`src/rtl/gnroot_u.sv`:
```
// Stochastic ROOT-th root: a saturating up/down counter per channel driven by the
// input bitstream (up) and by ROOT consecutive output ones (down).
module gnroot_u #(
  parameter int unsigned BW   = 5,
  parameter int unsigned CH   = 4,
  parameter int unsigned ROOT = 2,
  parameter int unsigned INIT = 2 ** (BW - 1)
) (
  input  logic             clk,
  input  logic             rst,
  input  logic [CH-1:0]    en,
  input  logic [CH-1:0]    clr,
  input  logic [CH*BW-1:0] rand_num,
  input  logic [CH-1:0]    in,
  output logic [CH-1:0]    out,
  output logic [CH-1:0]    sat
);

  localparam int unsigned    HW       = ROOT - 1;
  localparam logic [BW-1:0]  MAXV     = '1;
  localparam logic [BW-1:0]  INITV    = BW'(INIT);
  localparam logic           INIT_SAT = (INITV == '0) || (INITV == MAXV);

  logic [BW-1:0] r_cnt  [CH];
  logic [HW-1:0] r_hist [CH];
  logic [CH-1:0] r_sat;

  logic [BW-1:0] w_cnt_nx  [CH];
  logic [HW-1:0] w_hist_nx [CH];
  logic [HW:0]   w_shift   [CH];
  logic [CH-1:0] w_sat_nx;
  logic [CH-1:0] w_inc;
  logic [CH-1:0] w_dec;

  always_comb begin
    for (int unsigned c = 0; c < CH; c++) begin
      out[c] = r_cnt[c] > rand_num[c*BW +: BW];
    end
  end

  // A decrement needs the current output plus the previous ROOT-1 outputs all high,
  // which is what makes the steady-state output probability the ROOT-th root.
  always_comb begin
    for (int unsigned c = 0; c < CH; c++) begin
      w_inc[c]     = in[c];
      w_dec[c]     = out[c] & (&r_hist[c]);
      w_shift[c]   = {r_hist[c], out[c]};
      w_cnt_nx[c]  = r_cnt[c];
      w_hist_nx[c] = r_hist[c];
      if (clr[c]) begin
        w_cnt_nx[c]  = INITV;
        w_hist_nx[c] = '0;
      end else if (en[c]) begin
        w_hist_nx[c] = w_shift[c][HW-1:0];
        if (w_inc[c] && !w_dec[c] && (r_cnt[c] != MAXV)) begin
          w_cnt_nx[c] = r_cnt[c] + 1'b1;
        end else if (!w_inc[c] && w_dec[c] && (r_cnt[c] != '0)) begin
          w_cnt_nx[c] = r_cnt[c] - 1'b1;
        end
      end
      w_sat_nx[c] = (w_cnt_nx[c] == '0) || (w_cnt_nx[c] == MAXV);
    end
  end

  always_ff @(posedge clk) begin
    if (rst) begin
      for (int unsigned c = 0; c < CH; c++) begin
        r_cnt[c]  <= INITV;
        r_hist[c] <= '0;
      end
      r_sat <= {CH{INIT_SAT}};
    end else begin
      for (int unsigned c = 0; c < CH; c++) begin
        r_cnt[c]  <= w_cnt_nx[c];
        r_hist[c] <= w_hist_nx[c];
      end
      r_sat <= w_sat_nx;
    end
  end

  assign sat = r_sat;

endmodule

```
`config.mk`:
```
export PLATFORM = sky130hd
export DESIGN_NAME = gnroot_u
export DESIGN_NICKNAME = d
export VERILOG_FILES = /design/src/rtl/gnroot_u.sv
export SDC_FILE = /design/constraint.sdc
export NUM_CORES = 1
export LEC_CHECK = 0
export ABC_AREA = 0
export BUFFER_PORTS_ARGS = -buffer_cell sky130_fd_sc_hd__buf_2
export CAP_MARGIN = 20
export CORE_MARGIN = 8
export CORE_UTILIZATION = 35
export DETAILED_ROUTE_END_ITERATION = 16
export SKIP_LAST_GASP = 1
export SYNTH_ARGS = -nofsm -noshare
export SYNTH_HDL_FRONTEND = slang
export SYNTH_SLANG_ARGS = --single-unit
```
`constraint.sdc`:
```
create_clock -name clk -period 7.35 [get_ports clk]
set_input_delay 1.1025 -clock clk [delete_from_list [all_inputs] [get_ports clk]]
set_output_delay 1.1025 -clock clk [all_outputs]
set_load 0.01 [all_outputs]
```
==> metrics.txt, run 1 <==
Critical Path AT ~2.6 ns; RSZ-0062 raised after global routing false; FMAX about 270 MHz; Hold Vio Cnt, Final 0; CTS buffer count 3; Netlist Area Pre-Place between 2000 and 3000 um^2; Worst slew margin 63.2%; root buf cell clkbuf_8; Starting Density 35.7%; CP Launch Type input pin; largest net degree at the start of global routing 17; post-route core utilization approximately 40%; Setup Skew 0.00137 ns; Fin Setup TNS 0 ns; Std-Cell Rows 31; hold buffers post-CTS 0; total of max-cap violations 0; Main synth FF type dfxtp_1; Synth area leader dfxtp_1; Synth cell types 76; Max FO, Critical Path 5; post_cts resized 0; Port Buffer Count between 40 and 50; DIE WIDTH a little over 100 um; Leak 1.35 nW; Crit. End Element output pin; TritonCTS clock tree yes; Synth Area per Inst 8.12 um^2; # nets final 420; Post-Syn Nets approximately 380; PD cells roughly 120 nW/um^2; Post-CTS Setup Inserts 0; ys async rst share 0%; required time of the critical path roughly 6.3 ns; status finished clean; GRT Util Overall between 10% and 20%; Worst-path clk slew about 0.10 ns; DR iter-0 viols 34; final worst path period share about half; Yosys top cell area share 21.9%; Die Y between 100 and 150 um; YS warnings 0; final WL 5.60 mm; Clk Latency, worst-skew pair roughly 0.27 ns; total power about 360 uW; DR DRC count 0; antenna-violating nets left 0; Pre-antenna DRT Iters 4; peak supply drop 0.103 mV; EDFF count, synth 0; Crit Path Class input pin to output pin; vias in the first global route around 2300; Clock Sinks 28; WL/cell 12.4 um; Worst Hold Class flop to flop; most common cell after layout, fill and taps aside buf_2; total core area between 7000 and 8000 um^2; Cells after Synth roughly 320; top cells by area, synth dfxtp_1, ha_1, inv_1, nor2_1, mux2i_1; deepest clock path buffer count 2; setup violators final 0; commonest cells after routing, fill and taps aside buf_2, inv_1, ha_1; Syn-to-layout area delta 14.0%; Yosys reg bits 28; Die ar. between 10000 and 15000 um^2; vias per cell 5.10; initial antenna violation count 0; sequential fraction of the synthesis area 21.9%; final slew viol count 0; layout cell share with drive strength beyond 1 around 18%; htree depth 1; total grt overflow 0; Layout fillers around 750; via count around 2300; I/O pin count 42; dpl hpwl ~4.6 mm; first-pass GRT wire length 9.79 mm; GP Congestion 0.798; antenna diode count 0; Hold WS 0.553 ns; worst slew pin tran roughly 0.55 ns; Final min period ~3.7 ns
## registers in the layout, summed over array words and instances, names as in the netlist
| register | cells |
|---|---|
| sat | 4 |
| r_hist | 4 |
| r_cnt | 20 |
## routing by layer
layer | track usage [%] | vias to the layer above | share of wire, %
met3 | 1.58 | 6 | 3.3
li1 | - | 1218 | -
met4 | 3.21 | 0 | 1.1
met1 | 13.2 | 1055 | 47
met5 | 0 | - | 0
met2 | 20.1 | 28 | 49
## final timing paths
check	start	endpoint	slack, ns	cells past startpoint
worst max-delay path	rand_num[7]	out[1]	3.69	7
worst min-delay path	r_hist[3]$_SDFFE_PP0P_	r_hist[3]$_SDFFE_PP0P_	0.55	2
worst max register to register	r_cnt[0][0]$_SDFF_PP0_	sat[0]$_SDFF_PP0_	4.39	11
worst min register to register	r_hist[3]$_SDFFE_PP0P_	r_hist[3]$_SDFFE_PP0P_	0.55	2
## cell usage after synthesis, types with 2 or more instances
cell       count
xnor2_1        5
a21boi_1       2
a211o_1        2
a2bb2oi_1      2
xor2_1         3
dfxtp_1       28
nand3b_1       2
a311o_1        2
inv_1         38
nor4_1         3
and3_1         6
ha_1          32
nand3_1        6
a21oi_1        6
o22ai_1        6
nand4_1        5
mux2i_1        8
or4_1          3
nor2_1        31
or2_1          2
or2_2          4
o2111ai_1      2
and2_1         6
and2b_1        2
a32oi_1        2
o21ai_0       10
o21a_1         8
o31a_1         2
nand2b_1       5
and4_1         4
nor2b_1        7
a31oi_1        2
nor3_1         6
clkbuf_1       4
o21ai_1        4
buf_2          2
nor3b_1        3
nand2_1       13
## worst max-delay path: stages
cell	delay (ns)
buf_2	0.07
inv_1	0.04
ha_1	0.30
a211o_1	0.30
a221o_1	0.40
and2_1	0.20
buf_2	0.14
## power by group
| part | total, mW | internal (mW) | switching, mW | leakage [nW] |
|---|---|---|---|---|
| clock network | 0.121 | 0.0729 | 0.0477 | 0.0357 |
| logic | 0.0827 | 0.0384 | 0.0443 | 1.09 |
| registers | 0.160 | 0.155 | 0.00415 | 0.227 |
| total | 0.363 | 0.267 | 0.0962 | 1.35 |
## cell families after synthesis
group	synth area share [%]
AO/OA/AOI/OAI	22.1
XOR/XNOR	2.73
adder cells (fa/ha/maj)	15.6
buffers and inverters	7.37
flip-flops	21.9
multiplexers	4.00
AND/OR/NAND/NOR	26.3
## cell type report
| type | instances | area, um^2 | area share [%] |
|---|---|---|---|
| Clock buffer | 3 | 41.3 | 1.41 |
| Clock inverter | 1 | 30.0 | 1.03 |
| Inverter | 39 | 146 | 5.01 |
| Multi-Input combinational cell | 241 | 1820 | 62.1 |
| Sequential cell | 28 | 561 | 19.2 |
| Tap cell | 99 | 124 | 4.24 |
| Timing Repair Buffer | 41 | 205 | 7.02 |
## per-stage QoR
stage	instance area (um^2)	setup slack [ns]	instances
global route	2920	3.62	452
CTS	2920	3.69	452
floorplan	2560	3.93	316
detailed placement	2850	3.67	448
finish	2920	3.69	452
global placement	2850	3.73	448
Power figures use the tool's default switching activity.
==> run 2, diff against run 1 <==
==> constraint.sdc (replaced) <==
create_clock -name clk -period 3.4 [get_ports clk]
set_input_delay 0.51 -clock clk [delete_from_list [all_inputs] [get_ports clk]]
set_output_delay 0.51 -clock clk [all_outputs]
set_load 0.01 [all_outputs]
==> run 2 against run 1 <==
Register-to-register slack got worse by 4.0 ns. Clock skew is essentially flat. Largest cell class unchanged. Sequential power increased by 120%. Cell area shrank 0.77%. Worst hold slack worse by 0.060 ns. Clock-buffer cell count did not move. Sequential share of layout area grew 0.15 points.
==> metrics.txt, run 2 (same netlist as run 1, synthesis figures left out) <==
status finished clean; TritonCTS clock tree yes; root buf cell clkbuf_8; Sw Share roughly 29%; reg-to-reg startpoint r_cnt[0][0]$_SDFF_PP0_; PD cells ~240 nW/um^2; sequential power share 49.2%; post_cts resized 0; dpl cells 449; Crit Path Class flop to flop; layout cell share with drive strength beyond 1 between 10% and 20%; Fin Setup TNS 0 ns; number of flip-flops in the largest register 20; Biggest register r_cnt; Pre-antenna DRT Iters 4; worst slew pin tran 0.405 ns; dpl hpwl 4.62 mm; deepest clock path buffer count 2; FMAX roughly 340 MHz; antenna diode count 0; internal power around 500 uW; peak supply drop 0.135 mV; most common cell after layout, fill and taps aside buf_2; Clock Sinks 28; Final min period slightly below 3 ns; first-pass GRT wire length a little under 10 mm; Max FO, Critical Path 5; Crit. End Element flop; Worst Hold Class input pin to flop; total of max-cap violations 0; hold buffers post-CTS 0; Reg2Reg Setup Slack 0.43 ns; Starting Density a little over a third; Clock power frac around a quarter; RSZ-0062 raised after global routing false; CP Launch Type flop; hold path depth 3; Critical Path AT approximately 3.2 ns; Worst-path clk slew approximately 0.09 ns; final WL approximately 5.6 mm; final slew viol count 0; DR DRC count 0; Finished Layout Cells around 450; FF-to-FF path depth 11; DR iter-0 viols 34; required time of the critical path approximately 3.6 ns; antenna-violating nets left 0; I/O pin count 42; Switch Pwr just over 200 uW; Die Y 102 um; Clk Latency, worst-skew pair about 0.27 ns; final worst path period share just under 90%; Layout fillers ~750; commonest cells after routing, fill and taps aside buf_2, inv_1, ha_1; initial antenna violation count 0; largest net degree at the start of global routing 17; combinational fraction of design power around a quarter; Hold WS 0.493 ns; Post-CTS Setup Inserts 0; Worst slew margin around 73%; Syn-to-layout area delta 13.1%; WL/cell between 10 and 15 um; DIE WIDTH around 100 um; vias in the first global route between 2000 and 2500; Leak 1.34 nW; Die ar. approximately 10000 um^2; total core area around 7000 um^2; Hold Path End r_cnt[1][4]$_SDFF_PP1_; GP Congestion roughly 0.82; via count around 2300; worst flop-to-flop path endpoint sat[0]$_SDFF_PP0_; GRT Util Overall 11.1%; Std-Cell Rows 31; CTS buffer count 3; htree depth 1; setup violators final 0; Hold Vio Cnt, Final 0; vias per cell slightly above 5; Setup Skew roughly 0.0010 ns; Port Buffer Count 41; # nets final 421; total grt overflow 0; Worst Hold Launch clr[1]
[run 2: stage by stage]
step	utilization [%]	area [um^2]	total power [mW]	setup WS, ns
after floorplan	-	2560	0.480	0.568
after global placement	39.8	2860	0.529	0.386
after detailed placement	39.8	2860	0.533	0.336
after CTS	40.4	2900	0.718	0.412
after global routing	40.4	2900	0.752	0.268
final	40.4	2900	0.700	0.432
[run 2: worst max-delay path by stage]
stage                         to                    from  slack (ns)
2_1_floorplan  sat[1]$_SDFF_PP0_             rand_num[7]        0.57
3_3_place_gp   sat[1]$_SDFF_PP0_             rand_num[7]        0.39
3_5_place_dp   sat[1]$_SDFF_PP0_             rand_num[7]        0.34
4_1_cts        sat[0]$_SDFF_PP0_  r_cnt[0][0]$_SDFF_PP0_        0.41
5_1_grt        sat[0]$_SDFF_PP0_  r_cnt[0][0]$_SDFF_PP0_        0.27
6_report       sat[0]$_SDFF_PP0_  r_cnt[0][0]$_SDFF_PP0_        0.43
[run 2: cell type report]
cell class / count / area [um^2] / area share, %
inverters: 39 / 146 / 5.05
flip-flops and latches: 28 / 561 / 19.3
well taps: 99 / 124 / 4.27
multi-input cells: 241 / 1820 / 62.6
repair buffers: 42 / 213 / 7.33
clock buffers: 3 / 41.3 / 1.42
[run 2: layer usage]
| layer | vias to the layer above | routed length, um | GRT usage (%) |
|---|---|---|---|
| met1 | 1033 | 2620 | 13.4 |
| li1 | 1215 | - | - |
| met2 | 30 | 2750 | 20.3 |
| met4 | 0 | 23 | 2.52 |
| met3 | 2 | 222 | 1.51 |
| met5 | - | 0 | 0 |
[run 2: worst max-delay path: stages, from the launching register on]
cell	delay (ns)
dfxtp_1	0.36
ha_1	0.23
and3_1	0.19
ha_1	0.19
or3b_4	0.39
a21o_1	0.19
o32ai_4	0.23
o21ai_2	0.11
o22ai_2	0.21
mux2i_1	0.13
or4_1	0.53
a21oi_1	0.14
[run 2: power by group through the flow]
stage	combinational [mW]	sequential [mW]	clock (mW)
final	0.180	0.345	0.176
after global routing	0.206	0.346	0.199
after CTS	0.182	0.345	0.191
after detailed placement	0.181	0.352	0
after global placement	0.177	0.352	0
after floorplan	0.130	0.350	0
==> run 3, diff against run 2 <==
--- a/config.mk
+++ b/config.mk
@@ -11,6 +11,7 @@
 export CORE_MARGIN = 8
 export CORE_UTILIZATION = 35
 export DETAILED_ROUTE_END_ITERATION = 16
+export MAX_ROUTING_LAYER = met4
 export SKIP_LAST_GASP = 1
 export SYNTH_ARGS = -nofsm -noshare
 export SYNTH_HDL_FRONTEND = slang
==> run 3 against run 2 <==
Routed wire length unchanged. Worst hold slack about the same. Global-route usage increased by 0.32 points. Via count unchanged. Core utilization unchanged. Largest power group unchanged. Clock power about the same. Sequential share of layout area unchanged. Cell area unchanged. Critical endpoint unchanged. Total power about the same. Register-to-register slack about the same. Fmax about the same. Flip-flop and latch count unchanged.
==> metrics.txt, run 3 (same netlist as run 1, synthesis figures left out) <==
status finished clean; Die Y just over 100 um; Worst-path clk slew about 0.09 ns; Die ar. 10300 um^2; Worst slew margin 73.0%; Max Used Layer met4; Leak between 1 and 1.5 nW; DIE WIDTH between 100 and 150 um; Final Cell Area ~2900 um^2; antenna-violating nets left 0; Std-Cell Rows 31; met3 routed WL 201 um; Fin Setup TNS 0 ns; Port Buffer Count 41; CTS buffer count 3; total power around 700 uW; Clock Sinks 28; layout cell share with drive strength beyond 1 between 10% and 20%; Final min period ~3.0 ns; total core area between 7000 and 8000 um^2; DR iter-0 viols 34; largest net degree at the start of global routing 17; WL/cell approximately 12 um; commonest cells after routing, fill and taps aside buf_2, inv_1, ha_1; Pre-antenna DRT Iters 4; FMAX ~340 MHz; # nets final ~420; most common cell after layout, fill and taps aside buf_2; total of max-cap violations 0; Max FO, Critical Path 5; antenna diode count 0; GRT Util Overall about 11%; vias per cell between 5 and 6; TritonCTS clock tree yes; vias in the first global route between 2000 and 2500; hold buffers post-CTS 0; RSZ-0062 raised after global routing false; Hold Vio Cnt, Final 0; number of flip-flops in the largest register 20; CP Launch Type flop; post_cts resized 0; peak supply drop around 0.13 mV; Crit Path Class flop to flop; Layout fillers around 750; placed inst area between 2000 and 3000 um^2; Syn-to-layout area delta 13.1%; htree depth 1; final WL between 5 and 6 mm; PD cells between 200 and 250 nW/um^2; final worst path period share between 80% and 90%; deepest clock path buffer count 2; dpl hpwl 4.62 mm; required time of the critical path between 3 and 4 ns; root buf cell clkbuf_8; I/O pin count 42; final slew viol count 0; initial antenna violation count 0; first-pass GRT wire length around 9.7 mm; Starting Density between 30% and 40%; Setup Skew 0.00101 ns; via count 2280; Critical Path AT 3.17 ns; post-route core utilization about 40%; Biggest register r_cnt; Crit. End Element flop; Hold WS 0.493 ns; WL met1 about 2.6 mm; GP Congestion 0.827; setup violators final 0; worst slew pin tran just over 0.4 ns; Worst Hold Class input pin to flop; total grt overflow 0; DR DRC count 0; Post-CTS Setup Inserts 0; met2 wire length about 2.7 mm; Clk Latency, worst-skew pair approximately 0.27 ns
-- run 3: cell counts in the layout (fill, tap and decap cells not counted) --
No cell type changed its count.
-- run 3: area by class of cell --
type                       count  area (um^2)  area share [%]
clock buffer                   3         41.3            1.42
timing repair buffer          42          213            7.33
tap                           99          124            4.27
multi-input combinational    241         1820            62.6
sequential                    28          561            19.3
inverter                      39          146            5.05
-- run 3: power breakdown --
part / internal [mW] / switching, mW / total (mW)
Combinational: 0.0834 / 0.0963 / 0.180
Clock: 0.0794 / 0.0965 / 0.176
Sequential: 0.336 / 0.00888 / 0.345
-- run 3: path summary, 6_finish.rpt --
check | cells past startpoint | from | slack, ns | to
worst max register to register | 11 | r_cnt[0][0]$_SDFF_PP0_ | 0.43 | sat[0]$_SDFF_PP0_
worst max-delay path | 11 | r_cnt[0][0]$_SDFF_PP0_ | 0.43 | sat[0]$_SDFF_PP0_
worst min-delay path | 3 | clr[1] | 0.49 | r_cnt[1][4]$_SDFF_PP1_
worst min register to register | 2 | r_hist[3]$_SDFFE_PP0P_ | 0.54 | r_hist[3]$_SDFFE_PP0P_
-- run 3: layer usage --
| metal | vias up | GRT usage [%] |
|---|---|---|
| met5 | - | - |
| met4 | 0 | 2.52 |
| met3 | 2 | 1.31 |
| met2 | 30 | 20.3 |
| met1 | 1033 | 13.5 |
| li1 | 1215 | - |
-- run 3: per-stage QoR --
| step | setup WS [ns] | instances |
|---|---|---|
| 6_report | 0.432 | 452 |
| 5_1_grt | 0.268 | 452 |
| 4_1_cts | 0.412 | 452 |
| 3_5_place_dp | 0.336 | 449 |
| 3_3_place_gp | 0.386 | 449 |
| 2_1_floorplan | 0.568 | 316 |
-- run 3: worst max-delay path: stages, from the launching register on --
cell and delay (ns):
dfxtp_1 0.36, ha_1 0.23, and3_1 0.19, ha_1 0.19
or3b_4 0.39, a21o_1 0.19, o32ai_4 0.23, o21ai_2 0.11
o22ai_2 0.21, mux2i_1 0.13, or4_1 0.53, a21oi_1 0.14
